`config.mk`:
```
export PLATFORM = sky130hd
export DESIGN_NAME = clk_diag_sequencer
export DESIGN_NICKNAME = d
export VERILOG_FILES = /design/src/rtl/clk_diag_sequencer.sv
export SDC_FILE = /design/constraint.sdc
export NUM_CORES = 1
export LEC_CHECK = 0
export ABC_CLOCK_PERIOD_IN_PS = 2100
export BUFFER_PORTS_ARGS = -buffer_cell sky130_fd_sc_hd__clkbuf_2
export CAP_MARGIN = 20
export CORE_ASPECT_RATIO = 1.4
export CORE_MARGIN = 8
export CORE_UTILIZATION = 53
export DETAILED_ROUTE_END_ITERATION = 12
export PLACE_DENSITY = 0.71
export SYNTH_ARGS = -nofsm -noshare
export SYNTH_HDL_FRONTEND = slang
export SYNTH_SLANG_ARGS = --single-unit
```
`constraint.sdc`:
```
create_clock -name clk -period 2.1 [get_ports clk]
set_input_delay 0.315 -clock clk [delete_from_list [all_inputs] [get_ports clk]]
set_output_delay 0.315 -clock clk [all_outputs]
set_load 0.05 [all_outputs]
```
`src/rtl/clk_diag_sequencer.sv`:
```
// Front-end CLK diagnostic sequencer: issues EBUS diag functions (FIFO-fed or
// the built-in KL master-reset macro) with strobe timing locked to MHZ16_FREE.
`timescale 1ns/1ps
module clk_diag_sequencer #(
  parameter int unsigned FIFO_DEPTH    = 4,
  parameter int unsigned HOLD_EDGES    = 8,
  parameter int unsigned RECOVER_EDGES = 4
) (
  input  logic       clk,
  input  logic       CROBAR_N,
  input  logic       mhz16Free,
  input  logic       fnValid,
  input  logic [6:0] fnCode,
  output logic       fnReady,
  input  logic       mrStart,
  output logic [6:0] ds,
  output logic       diagStrobe,
  output logic       busy,
  output logic       fnDone,
  output logic       mrDone,
  output logic       mrReject
);

  localparam int unsigned CODE_W = 7;
  localparam int unsigned AW     = (FIFO_DEPTH > 1) ? $clog2(FIFO_DEPTH) : 1;
  localparam int unsigned CNT_W  = AW + 1;
  localparam int unsigned CW     = $clog2(HOLD_EDGES + RECOVER_EDGES + 1);
  localparam int unsigned PW     = 4;
  localparam logic [PW-1:0] MR_LAST = 4'd10;

  localparam logic [2:0] S_IDLE    = 3'd0;
  localparam logic [2:0] S_SETUP   = 3'd1;
  localparam logic [2:0] S_HOLD    = 3'd2;
  localparam logic [2:0] S_RECOVER = 3'd3;
  localparam logic [2:0] S_NEXT    = 3'd4;

  // KL master-reset macro
  function automatic logic [CODE_W-1:0] mr_rom(input logic [PW-1:0] idx);
    case (idx)
      4'd0:    mr_rom = 7'o044;
      4'd1:    mr_rom = 7'o000;
      4'd2:    mr_rom = 7'o007;
      4'd3:    mr_rom = 7'o046;
      4'd4:    mr_rom = 7'o047;
      4'd5:    mr_rom = 7'o047;
      4'd6:    mr_rom = 7'o047;
      4'd7:    mr_rom = 7'o042;
      4'd8:    mr_rom = 7'o043;
      4'd9:    mr_rom = 7'o052;
      4'd10:   mr_rom = 7'o051;
      default: mr_rom = 7'o000;
    endcase
  endfunction

  logic              s1, s2;
  logic [2:0]        state_q, state_d;
  logic [CW-1:0]     cnt_q, cnt_d;
  logic [CODE_W-1:0] code_q, code_d;
  logic [PW-1:0]     ptr_q, ptr_d;
  logic              macro_q, macro_d;
  logic [AW-1:0]     wptr_q, rptr_q;
  logic [CNT_W-1:0]  count_q, count_d;
  logic [CODE_W-1:0] mem [FIFO_DEPTH];
  logic [CODE_W-1:0] ds_q, ds_d;
  logic              strobe_q, strobe_d;
  logic              fnready_q, fnready_d;
  logic              busy_q, busy_d;
  logic              fndone_q, fndone_d;
  logic              mrdone_q, mrdone_d;
  logic              mrreject_q, mrreject_d;
  logic              push, pop, accept_mr, fe, re;

  assign fe = s2 & ~s1;
  assign re = ~s2 & s1;

  assign fnReady    = fnready_q;
  assign ds         = ds_q;
  assign diagStrobe = strobe_q;
  assign busy       = busy_q;
  assign fnDone     = fndone_q;
  assign mrDone     = mrdone_q;
  assign mrReject   = mrreject_q;

  // Next-state, FIFO bookkeeping and output decode
  always_comb begin
    state_d    = state_q;
    cnt_d      = cnt_q;
    code_d     = code_q;
    ptr_d      = ptr_q;
    macro_d    = macro_q;
    ds_d       = ds_q;
    strobe_d   = strobe_q;
    fndone_d   = 1'b0;
    mrdone_d   = 1'b0;
    mrreject_d = 1'b0;
    pop        = 1'b0;
    push       = fnValid & fnready_q;
    accept_mr  = (state_q == S_IDLE) && (count_q == '0);
    if (mrStart && !accept_mr) mrreject_d = 1'b1;

    case (state_q)
      S_IDLE: begin
        if (mrStart && accept_mr) begin
          macro_d = 1'b1;
          ptr_d   = '0;
          code_d  = mr_rom('0);
          state_d = S_SETUP;
        end else if (count_q != '0) begin
          pop     = 1'b1;
          code_d  = mem[rptr_q];
          state_d = S_SETUP;
        end
      end
      S_SETUP: begin
        if (fe) begin
          ds_d     = code_q;
          strobe_d = 1'b1;
          cnt_d    = '0;
          state_d  = S_HOLD;
        end
      end
      S_HOLD: begin
        if (fe) begin
          if (cnt_q == CW'(HOLD_EDGES)) begin
            ds_d     = '0;
            strobe_d = 1'b0;
            cnt_d    = '0;
            state_d  = S_RECOVER;
          end else begin
            cnt_d = cnt_q + CW'(1);
          end
        end
      end
      S_RECOVER: begin
        if (re) begin
          if (cnt_q == CW'(RECOVER_EDGES - 1)) begin
            fndone_d = 1'b1;
            cnt_d    = '0;
            state_d  = S_NEXT;
          end else begin
            cnt_d = cnt_q + CW'(1);
          end
        end
      end
      S_NEXT: begin
        if (macro_q && (ptr_q < MR_LAST)) begin
          ptr_d   = ptr_q + PW'(1);
          code_d  = mr_rom(ptr_q + PW'(1));
          state_d = S_SETUP;
        end else begin
          mrdone_d = macro_q;
          macro_d  = 1'b0;
          ptr_d    = '0;
          state_d  = S_IDLE;
        end
      end
      default: state_d = S_IDLE;
    endcase

    case ({push, pop})
      2'b10:   count_d = count_q + CNT_W'(1);
      2'b01:   count_d = count_q - CNT_W'(1);
      default: count_d = count_q;
    endcase
    fnready_d = (count_d != CNT_W'(FIFO_DEPTH)) && !macro_d;
    busy_d    = (state_d != S_IDLE) || (count_d != '0);
  end

  always_ff @(posedge clk or negedge CROBAR_N) begin
    if (!CROBAR_N) begin
      s1         <= 1'b0;
      s2         <= 1'b0;
      state_q    <= S_IDLE;
      cnt_q      <= '0;
      code_q     <= '0;
      ptr_q      <= '0;
      macro_q    <= 1'b0;
      wptr_q     <= '0;
      rptr_q     <= '0;
      count_q    <= '0;
      ds_q       <= '0;
      strobe_q   <= 1'b0;
      fnready_q  <= 1'b1;
      busy_q     <= 1'b0;
      fndone_q   <= 1'b0;
      mrdone_q   <= 1'b0;
      mrreject_q <= 1'b0;
    end else begin
      s1         <= mhz16Free;
      s2         <= s1;
      state_q    <= state_d;
      cnt_q      <= cnt_d;
      code_q     <= code_d;
      ptr_q      <= ptr_d;
      macro_q    <= macro_d;
      wptr_q     <= push ? wptr_q + AW'(1) : wptr_q;
      rptr_q     <= pop ? rptr_q + AW'(1) : rptr_q;
      count_q    <= count_d;
      ds_q       <= ds_d;
      strobe_q   <= strobe_d;
      fnready_q  <= fnready_d;
      busy_q     <= busy_d;
      fndone_q   <= fndone_d;
      mrdone_q   <= mrdone_d;
      mrreject_q <= mrreject_d;
    end
  end

  // Queue storage needs no reset; occupancy is tracked by count_q
  always_ff @(posedge clk) begin
    if (push) mem[wptr_q] <= fnCode;
  end

endmodule

```
==> results.json <==
{
  "synth.area.top_cells": "dfrtp_1 (31%), edfxtp_1 (26%), mux4_2 (4.9%), ha_1 (3.9%), nand2_1 (2.6%)",
  "fp.dieW_um": 81.7,
  "synth_area_leader_cell": "dfrtp_1",
  "cts.reportedPaths.clkPinSlew_ns": 0.08,
  "h-tree-depth": 3,
  "reg2reg_to": "busy",
  "holdWs_ns": 0.0584,
  "post-place-cells": 355,
  "hold_violations": 0,
  "ys_warn_count": 0,
  "worst_slack_ns": -0.0586,
  "drcViolationCount": 0,
  "r2r_slack_ns": -0.06,
  "slew_headroom": 0.668,
  "r2r_start": "state_q[2]",
  "use_met1": 0.162,
  "clock_sinks": 69,
  "grt_pass1_vias": 2043,
  "hp-class": "input port to flop",
  "reg2reg_depth": 10,
  "critPathMaxStageDelay_ns": 0.53,
  "drv_cap": 0,
  "port_buffers": 24,
  "clock.fmax_mhz": 463,
  "clock-root-buffer": "clkbuf_8",
  "drv_slew": 0,
  "insertion_delay_ns": 0.35,
  "crit_type": "flop to flop",
  "gr-usage-met3": 0.0407,
  "cts_buffers": 9,
  "start_util": 0.546,
  "diodes": 0,
  "tns_ns": -0.0586,
  "synth_commonest_cells": "dfrtp_1 (40), edfxtp_1 (28), nand2_1 (22)",
  "ios": 25,
  "routed_wl_um": 5670,
  "drive_gt1_frac": 0.303,
  "syn_inst": 248,
  "dieArea_mm2": 0.00882,
  "setup_viol": 1,
  "rsz0062_at_grt": "yes",
  "cp-endpoint": "busy",
  "worst_slew_pin_slew_ns": 0.499,
  "yosysMostFrequentCell": "dfrtp_1",
  "grt_pass1_wl_um": 9450,
  "final_cells": 374,
  "cts_tree": "built",
  "post-route-period-util": 1.03,
  "wl_per_cell_um": 15.2,
  "arrival_ns": 2.40,
  "cp_num_cells": 10,
  "power_mw": 4.43,
  "status": "finished with violations",
  "core_area_mm2": 0.00586,
  "clock_skew_ns": 0.00610,
  "design_area_mm2": 0.00374,
  "placed_area_mm2": 0.00352,
  "power_density_mw_per_mm2": 1180,
  "clk_path_buf_depth": 2,
  "cp-startpoint": "state_q[2]",
  "gr-usage-all-layers": 0.143,
  "grt_max_degree": 20,
  "antenna_found_initial": 0,
  "seq_area_frac_synth": 0.584,
  "end_kind": "flop",
  "cp-start-kind": "flop",
  "via_per_inst": 5.45,
  "ant_nets": 0,
  "grtUsageMet2": 0.232,
  "area_growth_pct": 16.9,
  "nets": 322,
  "synthDistinctLibCells": 51,
  "crit_buf_inv": 2,
  "dieHeight_um": 108,
  "drtIter0Drc": 95,
  "syn_avg_cell_area_um2": 12.9,
  "peakVddDrop_mv": 0.878,
  "worstPathMaxFanout": 2,
  "crit_path_cell_trace": "nor3_4 -> nand2b_4 -> inv_4 -> ha_4 -> inv_2 -> fa_2 -> nand2_2 -> o21ai_2 -> o21ai_1 -> or3_1",
  "rows": 33,
  "gr-total-overflow": 0,
  "synth_edf_count": 28,
  "p_leak_nw": 1.59,
  "pre_cts_slack_ns": -0.0982,
  "postLayoutCoreUtil": 0.638,
  "cp.required_ns": 2.34,
  "synth_async_sr_flop_share": 0.594,
  "slowest_stage": "fa_2",
  "crit_family": "simple AND/OR/NAND/NOR gates",
  "violations": "negative setup slack",
  "syn-num-nets": 271,
  "period_minus_slack_ns": 2.16,
  "dp_hpwl_um": 4160,
  "ys_ff_latch": 69,
  "synth_top_cell_area_share": 0.313,
  "place.gp.congestion": 0.863,
  "vias": 2038,
  "drtPass1Iterations": 4,
  "ys.flop_type": "dfrtp_1",
  "netlist_area_mm2": 0.00320,
  "top_usage_layer": "met2"
}
logic make-up (layout without fill, tap and decap cells):
kind of cell	count (synthesis)	in the layout	synth area share
adder cells (fa/ha/maj)	11	11	0.0453
buffers and inverters	24	80	0.0395
flip-flops	69	69	0.584
XOR/XNOR	11	11	0.0301
AO/OA/AOI/OAI	52	52	0.106
AND/OR/NAND/NOR	73	73	0.142
multiplexers	8	8	0.0528
where the power goes:
part,total [mW],switching (mW),internal (mW)
Combinational,1.53,0.918,0.611
Sequential,1.88,0.234,1.65
Clock,1.02,0.564,0.452
worst reg2reg max path, cell delays in order, from the launching register on:
cell and delay (ns):
dfrtp_1 0.41, nor3_4 0.25, nand2b_4 0.08, inv_4 0.06, ha_4 0.12, inv_2 0.03, fa_2 0.53, nand2_2 0.05
o21ai_2 0.12, o21ai_1 0.08, or3_1 0.30
cells in the final DEF, fill, tap and decap left out, types with 8 or more instances in the layout:
master | synthesis | final
a22o_1 | 8 | 8
o21ai_0 | 16 | 14
clkbuf_8 | 0 | 9
dfrtp_1 | 40 | 40
nand3_1 | 11 | 11
inv_1 | 15 | 13
buf_4 | 3 | 24
ha_1 | 10 | 9
nor2_1 | 10 | 10
clkbuf_2 | 0 | 24
edfxtp_1 | 28 | 28
nand2_1 | 22 | 21
per-layer routing:
layer / vias up / routed length (µm)
li1: 1013 / -
met1: 968 / 2420
met2: 40 / 2790
met3: 17 / 271
met4: 0 / 184
met5: - / 0
sequential cells by signal (all words and copies together) (netlist names), 2 cells and up:
register and count:
cnt_q 4, code_q 7, count_q 3, ds 7, mem 28, ptr_q 4
rptr_q 2, state_q 3, wptr_q 2
final cells by class:
| type | instances | area (µm²) |
|---|---|---|
| clock buffers | 9 | 124 |
| repair buffers | 49 | 310 |
| clock inverters | 7 | 62.6 |
| multi-input cells | 155 | 1230 |
| well taps | 70 | 87.6 |
| inverters | 15 | 58.8 |
| fillers | 483 | 2120 |
| flip-flops and latches | 69 | 1870 |
worst min-delay path by stage:
stage	slack (ns)	cells past startpoint	end	start
2_1_floorplan	0.02	0	busy	CROBAR_N
3_3_place_gp	0.29	1	cnt_q[0]	CROBAR_N
3_5_place_dp	0.30	1	cnt_q[0]	CROBAR_N
4_1_cts	0.05	1	s1	mhz16Free
5_1_grt	0.05	1	s1	mhz16Free
6_report	0.06	1	s1	mhz16Free
what timing repair did:
item,in CTS,in global routing
hold buffers,1,0
setup endpoints to repair,1,2
pin swaps,2,3
endpoints found under the hold margin,16,0
gates resized for setup,3,2
setup buffers,0,2
(Power assumes the default switching activity.)
